## src/rtl/risc_pkg.sv

```systemverilog
// Shared types for the accumulator RISC core: opcodes, controller states, field layout.
// Latency: n/a (declarations only).
// Backpressure: n/a.
package risc_pkg;

   // Opcode occupies the top OPC_W bits of the instruction word.
   localparam int OPC_W = 3;

   typedef enum logic [2:0] {
      OP_HLT = 3'd0,
      OP_SKZ = 3'd1,
      OP_ADD = 3'd2,
      OP_AND = 3'd3,
      OP_XOR = 3'd4,
      OP_LDA = 3'd5,
      OP_STA = 3'd6,
      OP_JMP = 3'd7
   } opcode_t;

   typedef enum logic [2:0] {
      ST_IDLE   = 3'd0,
      ST_FETCH  = 3'd1,
      ST_DECODE = 3'd2,
      ST_MEM    = 3'd3,
      ST_HALT   = 3'd4
   } state_t;

   // Bit index of the opcode LSB for a given data width.
   function automatic int opc_lsb(input int data_w);
      return data_w - OPC_W;
   endfunction

endpackage

```

## src/rtl/acc_alu.sv

```systemverilog
// Accumulator ALU: ADD/AND/XOR/LDA result and ADD carry-out.
// Latency: combinational, zero cycles.
// Backpressure: none; the caller decides when to commit the result.
//
// Ports: i_op opcode, i_acc current accumulator, i_operand memory word,
//        o_result next accumulator value, o_carry ADD carry-out (0 otherwise).
module acc_alu
   import risc_pkg::*;
#(
   parameter int DATA_W = 32
) (
   input  opcode_t            i_op,
   input  logic [DATA_W-1:0]  i_acc,
   input  logic [DATA_W-1:0]  i_operand,
   output logic [DATA_W-1:0]  o_result,
   output logic               o_carry
);

   logic [DATA_W:0] w_sum;

   assign w_sum = {1'b0, i_acc} + {1'b0, i_operand};

   always_comb begin
      o_result = i_acc;
      o_carry  = 1'b0;
      case (i_op)
         OP_ADD:  {o_carry, o_result} = w_sum;
         OP_AND:  o_result = i_acc & i_operand;
         OP_XOR:  o_result = i_acc ^ i_operand;
         OP_LDA:  o_result = i_operand;
         default: ;
      endcase
   end

endmodule

```

## src/rtl/acc_risc_core.sv

```systemverilog
// Multicycle accumulator RISC core with one unified req/ready memory port.
// Latency: 2 cycles for HLT/SKZ/JMP, 3 for memory-operand ops, +1 per wait cycle.
// Backpressure: holds mem_req/we/addr/wdata stable until mem_ready; pc/acc/IR freeze meanwhile.
//
// Ports: clk, rst (async active-low); mem_req/mem_we/mem_addr/mem_wdata out,
//        mem_rdata/mem_ready in; pc, acc, carry, halted architectural status.
module acc_risc_core
   import risc_pkg::*;
#(
   parameter int DATA_W = 32,
   parameter int ADDR_W = 5
) (
   input  logic              clk,
   input  logic              rst,
   output logic              mem_req,
   output logic              mem_we,
   output logic [ADDR_W-1:0] mem_addr,
   output logic [DATA_W-1:0] mem_wdata,
   input  logic [DATA_W-1:0] mem_rdata,
   input  logic              mem_ready,
   output logic [ADDR_W-1:0] pc,
   output logic [DATA_W-1:0] acc,
   output logic              carry,
   output logic              halted
);

   localparam int              OPC_LSB = opc_lsb(DATA_W);
   localparam logic [ADDR_W-1:0] PC_ONE = {{(ADDR_W-1){1'b0}}, 1'b1};

   state_t              r_state;
   logic [ADDR_W-1:0]   r_pc;
   logic [DATA_W-1:0]   r_acc;
   logic [DATA_W-1:0]   r_ir;
   logic                r_carry;

   opcode_t             w_op;
   logic [ADDR_W-1:0]   w_opnd;
   logic [DATA_W-1:0]   w_alu_res;
   logic                w_alu_c;

   assign w_op   = opcode_t'(r_ir[DATA_W-1 -: OPC_W]);
   assign w_opnd = r_ir[ADDR_W-1:0];

   // Bits between the operand and the opcode carry no meaning.
   generate
      if (OPC_LSB > ADDR_W) begin : g_gap
         logic w_unused_ir;
         assign w_unused_ir = ^r_ir[OPC_LSB-1:ADDR_W];
      end
   endgenerate

   acc_alu #(.DATA_W(DATA_W)) u_alu (
      .i_op      (w_op),
      .i_acc     (r_acc),
      .i_operand (mem_rdata),
      .o_result  (w_alu_res),
      .o_carry   (w_alu_c)
   );

   always_ff @(posedge clk or negedge rst) begin
      if (!rst) begin
         r_state <= ST_IDLE;
         r_pc    <= '0;
         r_acc   <= '0;
         r_ir    <= '0;
         r_carry <= 1'b0;
      end else begin
         case (r_state)
            ST_IDLE: r_state <= ST_FETCH;
            ST_FETCH: begin
               if (mem_ready) begin
                  r_ir    <= mem_rdata;
                  r_pc    <= r_pc + PC_ONE;
                  r_state <= ST_DECODE;
               end
            end
            ST_DECODE: begin
               case (w_op)
                  OP_HLT: r_state <= ST_HALT;
                  OP_SKZ: begin
                     // pc already points past SKZ; one more skips the next word.
                     if (r_acc == '0) r_pc <= r_pc + PC_ONE;
                     r_state <= ST_FETCH;
                  end
                  OP_JMP: begin
                     r_pc    <= w_opnd;
                     r_state <= ST_FETCH;
                  end
                  default: r_state <= ST_MEM;
               endcase
            end
            ST_MEM: begin
               if (mem_ready) begin
                  if (w_op != OP_STA) r_acc   <= w_alu_res;
                  if (w_op == OP_ADD) r_carry <= w_alu_c;
                  r_state <= ST_FETCH;
               end
            end
            ST_HALT: ;
            default: r_state <= ST_IDLE;
         endcase
      end
   end

   // Request signals come only from registered state so ready never loops back.
   assign mem_req   = (r_state == ST_FETCH) || (r_state == ST_MEM);
   assign mem_we    = (r_state == ST_MEM) && (w_op == OP_STA);
   assign mem_addr  = (r_state == ST_MEM) ? w_opnd : r_pc;
   assign mem_wdata = r_acc;
   assign pc        = r_pc;
   assign acc       = r_acc;
   assign carry     = r_carry;
   assign halted    = (r_state == ST_HALT);

endmodule

```

## config.mk

```make
export PLATFORM = sky130hd
export DESIGN_NAME = acc_risc_core
export DESIGN_NICKNAME = d
export VERILOG_FILES = /design/src/rtl/risc_pkg.sv /design/src/rtl/acc_alu.sv /design/src/rtl/acc_risc_core.sv
export SDC_FILE = /design/constraint.sdc
export NUM_CORES = 1
export LEC_CHECK = 0
export CORE_ASPECT_RATIO = 1.25
export CORE_MARGIN = 5
export CORE_UTILIZATION = 50
export CTS_CLUSTER_SIZE = 14
export DETAILED_ROUTE_END_ITERATION = 10
export PLACE_DENSITY = 0.78
export SETUP_SLACK_MARGIN = 0.05
export SLEW_MARGIN = 20
export SYNTH_ARGS = -nofsm -noshare
export SYNTH_HDL_FRONTEND = slang
export SYNTH_HIERARCHICAL = 1
export SYNTH_SLANG_ARGS = --single-unit
```

## constraint.sdc

```tcl
create_clock -name clk -period 4.2 [get_ports clk]
set_clock_uncertainty 0.05 [all_clocks]
set_input_delay 0.42 -clock clk [delete_from_list [all_inputs] [get_ports clk]]
set_output_delay 0.42 -clock clk [all_outputs]
set_load 0.01 [all_outputs]
```

Word-level counts from Yosys, hierarchy flattened
Cells that the tools add are included.

Register bits after elaboration: 73. Input port bits: 35. Output and inout bits: 78. Logic and storage cells: 49.

$add $sub $neg: 2. Eq/ne operators: 16. Mux-type cells: 10. Bitwise logic cells: 3. Reduce and logical (&&, ||, !) cells: 13.

Operator list (number): 32-bit one-hot mux with 4 select lines (1); 32-bit by 32-bit adder with 33-bit output (1); 32-bit AND (1); 32-bit logical NOT (1); 32-bit XOR (1); 5-bit one-hot mux with 2 select lines (2); 3-bit equality test (second input constant) (5); 5-bit two-way mux (3); 3-bit one-hot mux with 5 select lines (1); 3-bit by 2-bit equality test with 1-bit output (second input constant) (4); 4-bit AND reduction (2); 3-bit by 1-bit equality test with 1-bit output (second input constant) (2); 3-bit logical NOT (2); 3-bit two-way mux (2); 3-bit != test (second input constant) (2); 3-bit one-hot mux with 2 select lines (1); 3-bit AND reduction (2); 5-bit by 1-bit adder with 5-bit output (second input constant) (1); 2-bit != test (second input constant) (2); 4-bit nonzero test (1); 3-bit by 2-bit != test with 1-bit output (second input constant) (1); 2-bit AND reduction (1); 2-bit nonzero test (1); 2-bit OR reduction (1); 3 further kinds (3).

Logic depth before layout (Yosys ltp)
Gate-level depths: netlist of run 1.

Depth in word-level cells: 4. Mapped depth: 12. Gate-level depth less buffers: 12.

Modules after synthesis
The synthesis of run 1 kept the hierarchy.

By module, submodules not included: acc_alu (instances 1, cells each 483, area each 3130.5 um^2, sequential area each 0.0 um^2); acc_risc_core (instances 1, cells each 191, area each 2443.6 um^2, sequential area each 1226.2 um^2).

Worst setup path before layout of run 1
OpenSTA, ideal clock, no wires.

Path kind: register to register. Start point: register r_acc[0] (netlist: acc[0]). End point: register r_acc[30] (netlist: acc[30]). Setup time: 0.125 ns. Arrival time: 2.824 ns. Data required time: 4.025 ns. Setup slack: 1.201 ns. Cell stages (with the launch flop): 13. Buffers on the path: 0. Period minus slack after synthesis: 2.999 ns. Cells stage by stage: dfrtp_1 -> ha_1 -> inv_1 -> fa_1 -> nand2b_1 -> a2111oi_2 -> o21ai_1 -> a21oi_1 -> a211oi_2 -> o31a_1 -> xor2_1 -> o221ai_2 -> mux2_2.

Cells in the longest elaborated chain, start to end: 2.

RTL lines: from (decl) (RTL line acc_risc_core.sv:32) `logic [DATA_W-1:0] r_acc;`; from (signal assigned) (RTL line acc_risc_core.sv:94) `if (w_op != OP_STA) r_acc <= w_alu_res;`; 32-bit by 32-bit adder with 33-bit output (RTL line acc_alu.sv:21) `assign w_sum = {1'b0, i_acc} + {1'b0, i_operand};`; 32-bit one-hot mux with 4 select lines (RTL line acc_alu.sv:26) `case (i_op)`; net w_alu_res[30] (RTL line acc_risc_core.sv:38) `logic [DATA_W-1:0] w_alu_res;`.

The timed path passes the listed nets, and every way through them passes these cells. A chain may end at the register's enable or synchronous reset.

Worst setup path in the final report of run 1
Start point: input port mem_rdata[0]. End point: register r_acc[30] (netlist: acc[30]).

Cells in the longest elaborated chain, start to end: 2.

RTL lines: from (decl) (RTL line acc_risc_core.sv:19) `input logic [DATA_W-1:0] mem_rdata,`; 32-bit by 32-bit adder with 33-bit output (RTL line acc_alu.sv:21); 32-bit one-hot mux with 4 select lines (RTL line acc_alu.sv:26); net w_alu_res[30] (RTL line acc_risc_core.sv:38).

The timed path passes the listed nets, and every way through them passes these cells.

==> results.md, run 1 <==
* Status: finished clean
* Cell chain of the critical path: clkdlybuf4s50_1 -> ha_1 -> inv_1 -> fa_1 -> nand2b_1 -> a2111oi_2 -> o21ai_1 -> a21oi_1 -> a211oi_2 -> o31a_1 -> xor2_1 -> o221ai_2 -> mux2_2
* Vias in the first global route at 5386
* R2R Setup Slk at 0.93 ns
* Slew Limit Fails at 0
* Die ar. at 0.0134 sq mm
* Setup Crit Path Kind: input pin to flip-flop
* Clk sinks at 49
* Post-CTS setup buffer count at 0
* Final setup TNS at 0 ns
* Core area at 0.0110 sq mm
* Clock power frac at 0.071
* Commonest non-fill, non-tap cell in the layout: clkdlybuf4s50_1
* Slowest stage cell, crit path: clkdlybuf4s50_1
* Synth Instances at 674
* Post-synth top flop: dfrtp_1
* Final core area utilization at 0.603
* Setup WS post-layout at 0.790 ns
* Final setup vio count at 0
* Comb power frac at 0.731
* Synth Warn # at 6
* Sequential-to-total area share from yosys stat at 0.220
* Slowest stage delay, CP at 0.52 ns
* Share of power burned in registers at 0.198
* Vias per cell at 6.24
* Die Ht at 128 um
* Drt wl/cell at 18.8 um
* Global route total overflow at 0
* Later-pin clock latency in the skew report at 0.30 ns
* Max Clk Rate at 0.293 GHz
* Initial antenna violation count at 0
* Drt first pass iters at 5
* Root Driver: clkbuf_16
* Fin nets at 795
* GR Util All Layers at 0.236
* # DRC at 0
* Max cap viols at 0
* CTS buffer count at 5
* Pleak at 0.00275 uW
* CP endpoint kind: flip-flop
* Most frequent cells in the layout: clkdlybuf4s50_1 (111), a21oi_1 (79), nand2_1 (54)
* Design Power at 5910 uW
* Synthesized area per cell at 8.27 sq um
* Slew margin rel. at 0.468
* Psw at 2890 uW
* Crit path required time at 4.34 ns
* Die Width at 104 um
* Remaining antenna violation count after routing at 0
* Hold slack at 0.0271 ns
* Critical Path Source Type: input pin
* Pre-CTS setup slack at 0.499 ns
* RSZ-0062 raised after global routing: false
* Reg clk slew, reported paths at 0.08 ns
* Initial Utilization at 0.505
* H-Tree Depth at 2
* Antenna diode count at 0
* DP Wirelength at 11800 um
* Number of flops mapped to enable cells by yosys at 0
* Count of different cell masters after synthesis at 72
* Input/output buffers at 112
* Vias at 5375
* WP data arrival at 3.55 ns
* Rows at 43
* Largest net degree at the start of global routing at 65
* Syn Nets at 743
* Initial DRC count at 426
* FF+latch count, synth at 49
* Final WL at 16200 um
* CTS Hold Bufs at 0
* Async SR Flop Fraction at 1.00
* Final Cycle Share at 0.812
* Syn-to-layout area delta at 19.3%
* Peak VDD IR at 398 uV
* TritonCTS clock tree: done
* Pwr per Cell Area at 889 mW/mm^2
* Mapped Area at 0.00557 sq mm
* Clk buf depth at 2
* CP max FO at 4
* Routability congestion estimate at 0.962
* IO Pins at 113
* Final min period at 3.41 ns
* Worst Tran Pin Value at 0.799 ns
* Resize count post-CTS at 0
* First-pass GRT wire length at 26400 um
* Int Power at 3020 uW
* Layout cells sized above 1 at 0.128
* HP Class: input pin to asynchronous set/reset pin
* Final hold violation count at 0
* Switching share of power at 0.489
==> routing by layer <==
layer | routed length (um) | global-route usage
met1 | 6540 | 0.268
met2 | 8280 | 0.433
met3 | 871 | 0.0423
met4 | 503 | 0.0968
met5 | 0 | 0
==> critical path, delay by kind of cell <==
family	cells	cell delay, ns
buf+inv	2	0.59
fa+ha+maj	2	0.65
compound gates	6	1.23
simple gates	1	0.21
xor+xnor	1	0.17
mux	1	0.27
==> flip-flops by register name (all words and copies together), names as in the netlist <==
signal   count
acc         32
carry        1
pc           5
r_ir         8
r_state      3
==> cell usage after synthesis (all sizes together), types with 10 or more instances <==
| library cell | instances | area, sq um |
|---|---|---|
| nor2 | 54 | 205 |
| o211ai | 24 | 185 |
| clkbuf | 36 | 135 |
| mux2 | 53 | 597 |
| xnor2 | 11 | 96.3 |
| o21ai | 37 | 185 |
| nor4 | 10 | 62.6 |
| ha | 33 | 413 |
| dfrtp | 49 | 1230 |
| mux2i | 30 | 300 |
| a21o | 16 | 120 |
| nand2 | 55 | 209 |
| xor2 | 18 | 158 |
| a21oi | 79 | 395 |
| buf | 39 | 280 |
==> logic make-up (layout without fill, tap and decap cells) <==
| group | after synthesis | in the layout | share of synthesized area |
|---|---|---|---|
| muxes | 83 | 83 | 0.161 |
| xor gates and xnor gates | 29 | 29 | 0.0456 |
| and+or+nand+nor | 178 | 178 | 0.156 |
| AOI/OAI and AO/OA | 216 | 216 | 0.259 |
| adders and majority gates | 34 | 34 | 0.0777 |
| buffers and inverters | 85 | 138 | 0.0813 |
| DFF | 49 | 49 | 0.220 |
==> final timing paths <==
kind | startpoint | to | cells past startpoint
min in group clk | carry | carry | 1
setup / recovery | mem_rdata[0] | acc[30] | 13
setup reg to reg | acc[0] | acc[30] | 12
max in group asynchronous | rst | r_ir[29] | 2
hold / removal | rst | acc[21] | 1
hold reg to reg | carry | carry | 1
==> area by class of cell <==
type	instances	area, sq um
well taps	135	169
multi-input cells	540	3890
clock buffers	5	125
flip-flops and latches	49	1230
fillers	963	4380
repair buffers	120	1180
inverters	10	37.5
clock inverters	3	21.3
==> metrics by stage <==
step / cells / instance area [sq um]
5_1_grt: 862 / 6650
2_1_floorplan: 674 / 5570
3_3_place_gp: 854 / 6500
6_report: 862 / 6650
4_1_cts: 862 / 6650
3_5_place_dp: 854 / 6500
==> power by group through the flow <==
stage	logic, uW	registers, uW	clock network [uW]
CTS	4280	1170	433
global route	4700	1230	455
detailed placement	4250	1170	0
floorplan	3080	1070	0
global placement	4140	1150	0
finish	4320	1170	422
Power figures use the tool's default switching activity.
==> run 2: changes to the inputs <==
- CORE_UTILIZATION: 50 -> 48
- clock period: 4.2 -> 3 ns (I/O delays scaled with it)
==> run 2 against run 1 <==
Effect of this change:
- sequential cell count unchanged
- worst setup slack got worse by 0.64 ns
- final area up 9.9%
- core utilization increased by 3.2 points
- wire length rose by 9.8%
- first-iteration DRC count shrank 4.2%
- highest routed layer unchanged
- largest cell class unchanged
- die area grew 3.8%
==> results.md, run 2 (synthesis results as in run 1) <==
* Status: finished clean
* Rows at 44
* Crit path required time at 3.14 ns
* Max cap viols at 0
* Drt first pass iters at 6
* Psw at 4300 uW
* Clk sinks at 49
* Pwr per Cell Area at 1250 mW/mm^2
* Int Power at 4860 uW
* Share of power burned in registers at 0.167
* Final hold violation count at 0
* Core area at 0.0115 sq mm
* Final setup TNS at 0 ns
* DP Area at 0.00704 sq mm
* Peak VDD IR at 491 uV
* Vias at 5847
* Layout cells sized above 1 at 0.219
* Slew margin rel. at 0.410
* R2R Path Start: acc[0]
* First-pass GRT wire length at 28100 um
* Initial Utilization at 0.484
* Final min period at 2.85 ns
* Initial DRC count at 408
* CP endpoint kind: flip-flop
* Vias per cell at 6.24
* CP max FO at 3
* Slew Limit Fails at 0
* CTS Hold Bufs at 0
* Final instance area at 0.00731 sq mm
* Later-pin clock latency in the skew report at 0.30 ns
* Most frequent cells in the layout: clkdlybuf4s50_1 (109), buf_4 (79), a21oi_1 (77)
* Die ar. at 0.0139 sq mm
* Worst Reg-to-Reg Cells at 12
* Comb power frac at 0.760
* Max Clk Rate at 0.350 GHz
* Remaining antenna violation count after routing at 0
* Final setup vio count at 0
* Final WL at 17800 um
* Setup WS post-layout at 0.146 ns
* IO Pins at 113
* Vias in the first global route at 5838
* TritonCTS clock tree: done
* Antenna diode count at 0
* Clock power frac at 0.073
* Drt wl/cell at 19.0 um
* Fin nets at 867
* RSZ-0062 raised after global routing: true
* Syn-to-layout area delta at 31.2%
* H-Tree Depth at 2
* Reg clk slew, reported paths at 0.07 ns
* Final core area utilization at 0.635
* Pre-CTS setup slack at -0.493 ns
* CP startpoint: acc[0]
* DP Wirelength at 13300 um
* Worst R2R End: acc[30]
* Die Width at 106 um
* Critical Path Source Type: flip-flop
* # DRC at 0
* HP Class: input pin to asynchronous set/reset pin
* GR Util All Layers at 0.249
* Commonest non-fill, non-tap cell in the layout: clkdlybuf4s50_1
* Clk buf depth at 2
* Initial antenna violation count at 0
* Die Ht at 130 um
* WP data arrival at 2.99 ns
* Switching share of power at 0.469
* Pleak at 0.00314 uW
* Largest net degree at the start of global routing at 48
* CTS buffer count at 5
* Worst Tran Pin Value at 0.885 ns
* Input/output buffers at 112
* R2R Setup Slk at 0.15 ns
* Routability congestion estimate at 0.936
* Global route total overflow at 0
* Max FFs per register at 32
* Root Driver: clkbuf_16
* Final Cycle Share at 0.951
* Setup Crit Path Kind: flip-flop to flip-flop
run 2: worst max-delay path by stage:
| stage | to | cells past startpoint |
|---|---|---|
| 4_1_cts | acc[30] | 13 |
| 2_1_floorplan | acc[30] | 12 |
| 3_3_place_gp | acc[30] | 13 |
| 5_1_grt | acc[30] | 12 |
| 6_report | acc[30] | 12 |
| 3_5_place_dp | acc[30] | 13 |
run 2: layer usage:
layer / track usage / up-vias / part of all wire
met3: 0.0369 / 69 / 0.057
met2: 0.453 / 242 / 0.51
li1: - / 2731 / -
met4: 0.133 / 0 / 0.045
met1: 0.282 / 2805 / 0.39
met5: 0 / - / 0
run 2: power groups by stage:
stage               registers (uW)  clock network [uW]  logic (uW)
floorplan                     1500                   0        4310
global route                  1590                 711        7500
global placement              1500                   0        6540
detailed placement            1520                   0        6710
finish                        1530                 671        6960
CTS                           1520                 688        6830
run 2: what timing repair did:
action                                  4_1_cts  5_1_grt
cloned                                        0        0
buffers inserted                              2        1
pin swaps                                     7        9
endpoints found under the setup margin        8       11
resized for setup                             6        8
run 2: area by class of cell:
class	count	area, sq um
clock inverters	2	38.8
well taps	138	173
multi-input cells	540	3970
fillers	953	4200
flip-flops and latches	49	1230
clock buffers	6	129
inverters	10	37.5
repair buffers	192	1730
run 2: stage by stage:
stage | hold WS, ns | cells | total power, uW
4_1_cts | 0.0417 | 936 | 9030
3_3_place_gp | 0.369 | 926 | 8040
2_1_floorplan | -0.0456 | 674 | 5810
5_1_grt | 0.0786 | 937 | 9810
3_5_place_dp | 0.366 | 926 | 8240
6_report | 0.0192 | 937 | 9160
run 2: worst max-delay path, stage by stage, from the launching register on:
cell and delay (ns):
dfrtp_2 0.37, ha_2 0.18, inv_1 0.05, fa_2 0.34
nand2b_4 0.16, a2111oi_4 0.38, o21ai_2 0.14, a21oi_2 0.15
a211oi_2 0.09, o31a_1 0.27, xor2_1 0.18, o221ai_2 0.12
mux2_2 0.27
==> run 3: changes to the inputs <==
- CORE_MARGIN: 5 -> 2
- SLEW_MARGIN: 20 -> 30
==> run 3 against run 2 <==
Effect of this change:
- critical path depth is 1 higher
- die area is 10% lower
- non-clock buffer count is 2 lower
- sequential power is 3% lower
- final area is 0.51% lower
- core utilization hardly changed
- largest cell class unchanged
==> results.md, run 3 (synthesis results as in run 1) <==
* Status: finished clean
* DP Area at 0.00703 sq mm
* Final WL at 17200 um
* Drt first pass iters at 5
* CTS buffer count at 5
* Routability congestion estimate at 0.948
* Core area at 0.0115 sq mm
* Fin nets at 865
* RSZ-0062 raised after global routing: true
* Design Power at 9050 uW
* Vias per cell at 6.19
* Die Width at 100 um
* Crit path required time at 3.14 ns
* CP endpoint kind: flip-flop
* H-Tree Depth at 2
* WP buf/inv at 2
* Pwr per Cell Area at 1240 mW/mm^2
* Later-pin clock latency in the skew report at 0.30 ns
* Max FFs per register at 32
* Most frequent cells in the layout: clkdlybuf4s50_1 (109), buf_4 (78), a21oi_1 (77)
* Final core area utilization at 0.635
* Layout cells sized above 1 at 0.222
* R2R Setup Slk at 0.12 ns
* Worst R2R End: acc[24]
* Input/output buffers at 112
* Final hold violation count at 0
* R2R Path Start: acc[0]
* Die ar. at 0.0125 sq mm
* DP Wirelength at 12700 um
* Fill count at 978
* Drt wl/cell at 18.4 um
* Initial antenna violation count at 0
* IO Pins at 113
* Initial DRC count at 304
* Slowest stage cell, crit path: a2111oi_4
* Peak VDD IR at 547 uV
* Worst Tran Pin Value at 0.826 ns
* Pleak at 0.00310 uW
* Critical Path Source Type: flip-flop
* First-pass GRT wire length at 27500 um
* Slowest stage delay, CP at 0.38 ns
* Clk buf depth at 2
* HP Class: input pin to asynchronous set/reset pin
* WP data arrival at 3.02 ns
* GR Util All Layers at 0.269
* Vias at 5791
* CP max FO at 3
* Global route total overflow at 0
* Rows at 44
* Max Clk Rate at 0.347 GHz
* Cell chain of the critical path: ha_1 -> inv_1 -> fa_2 -> nand2b_4 -> a2111oi_4 -> o21ai_2 -> buf_4 -> nand2_2 -> o221a_4 -> a21oi_1 -> xor2_1 -> o221ai_1 -> mux2_2
* Final instance area at 0.00727 sq mm
* Syn-to-layout area delta at 30.5%
* Die Ht at 124 um
* Final setup vio count at 0
* Commonest non-fill, non-tap cell in the layout: clkdlybuf4s50_1
* Pre-CTS setup slack at -0.458 ns
* Worst Reg-to-Reg Cells at 13
* Reg clk slew, reported paths at 0.07 ns
* TritonCTS clock tree: done
* Slew Limit Fails at 0
* Largest net degree at the start of global routing at 42
* Final Cycle Share at 0.961
* Slew margin rel. at 0.450
* Clk sinks at 49
* Remaining antenna violation count after routing at 0
* Critical path's top delay family: compound AO/OA/AOI/OAI gates
* Root Driver: clkbuf_16
* Multi-input gate area at 0.00398 sq mm
* Initial Utilization at 0.487
* Vias in the first global route at 5644
* # DRC at 0
* Final min period at 2.88 ns
* Max cap viols at 0
* Setup WS post-layout at 0.117 ns
* Antenna diode count at 0
* Storage cell area at 0.00123 sq mm
* Setup Crit Path Kind: flip-flop to flip-flop
[run 3: stage by stage]
stage	instances	TNS, ns	hold WS (ns)
floorplan	674	0	-0.0456
global placement	926	-4.35	0.393
detailed placement	926	-5.21	0.393
CTS	934	0	0.0696
global route	935	0	0.110
finish	935	0	0.0466
[run 3: routing by layer]
layer | vias up | wire [um] | track usage
li1 | 2716 | - | -
met1 | 2783 | 6870 | 0.318
met2 | 235 | 8830 | 0.474
met3 | 57 | 893 | 0.0342
met4 | 0 | 649 | 0.128
met5 | - | 0 | 0
[run 3: cell type report]
cell class | instances | area share
sequential | 49 | 0.169
clock buffer | 5 | 0.0172
multi-input combinational | 540 | 0.547
clock inverter | 3 | 0.00361
inverter | 10 | 0.00516
timing repair buffer | 190 | 0.234
tap | 138 | 0.0237
[run 3: worst reg2reg max path, delay by kind of cell (launching register included)]
family	cells	cell delay, ns
simple gates	2	0.24
flops	1	0.36
xor+xnor	1	0.16
mux	1	0.28
compound gates	5	0.96
fa+ha+maj	2	0.51
buf+inv	2	0.23
[run 3: power by group]
group	internal (uW)	switching [uW]	leakage, uW
Sequential	983	510	0.000596
Clock	316	290	0.0000680
Combinational	3470	3480	0.00244
Total	4770	4280	0.00310
[run 3: timing repair]
action	CTS	global route
hold buffers	0	0
setup buffers	0	1
pin swaps	6	10
resized for setup	9	9
setup endpoints to repair	12	10
[run 3: worst max path at each step]
stage,startpoint,to,cells past startpoint
global route,mem_rdata[8],acc[23],12
finish,acc[0],acc[24],13
floorplan,acc[0],acc[30],12
global placement,mem_rdata[0],acc[28],14
detailed placement,mem_rdata[0],acc[30],13
CTS,acc[0],acc[25],11
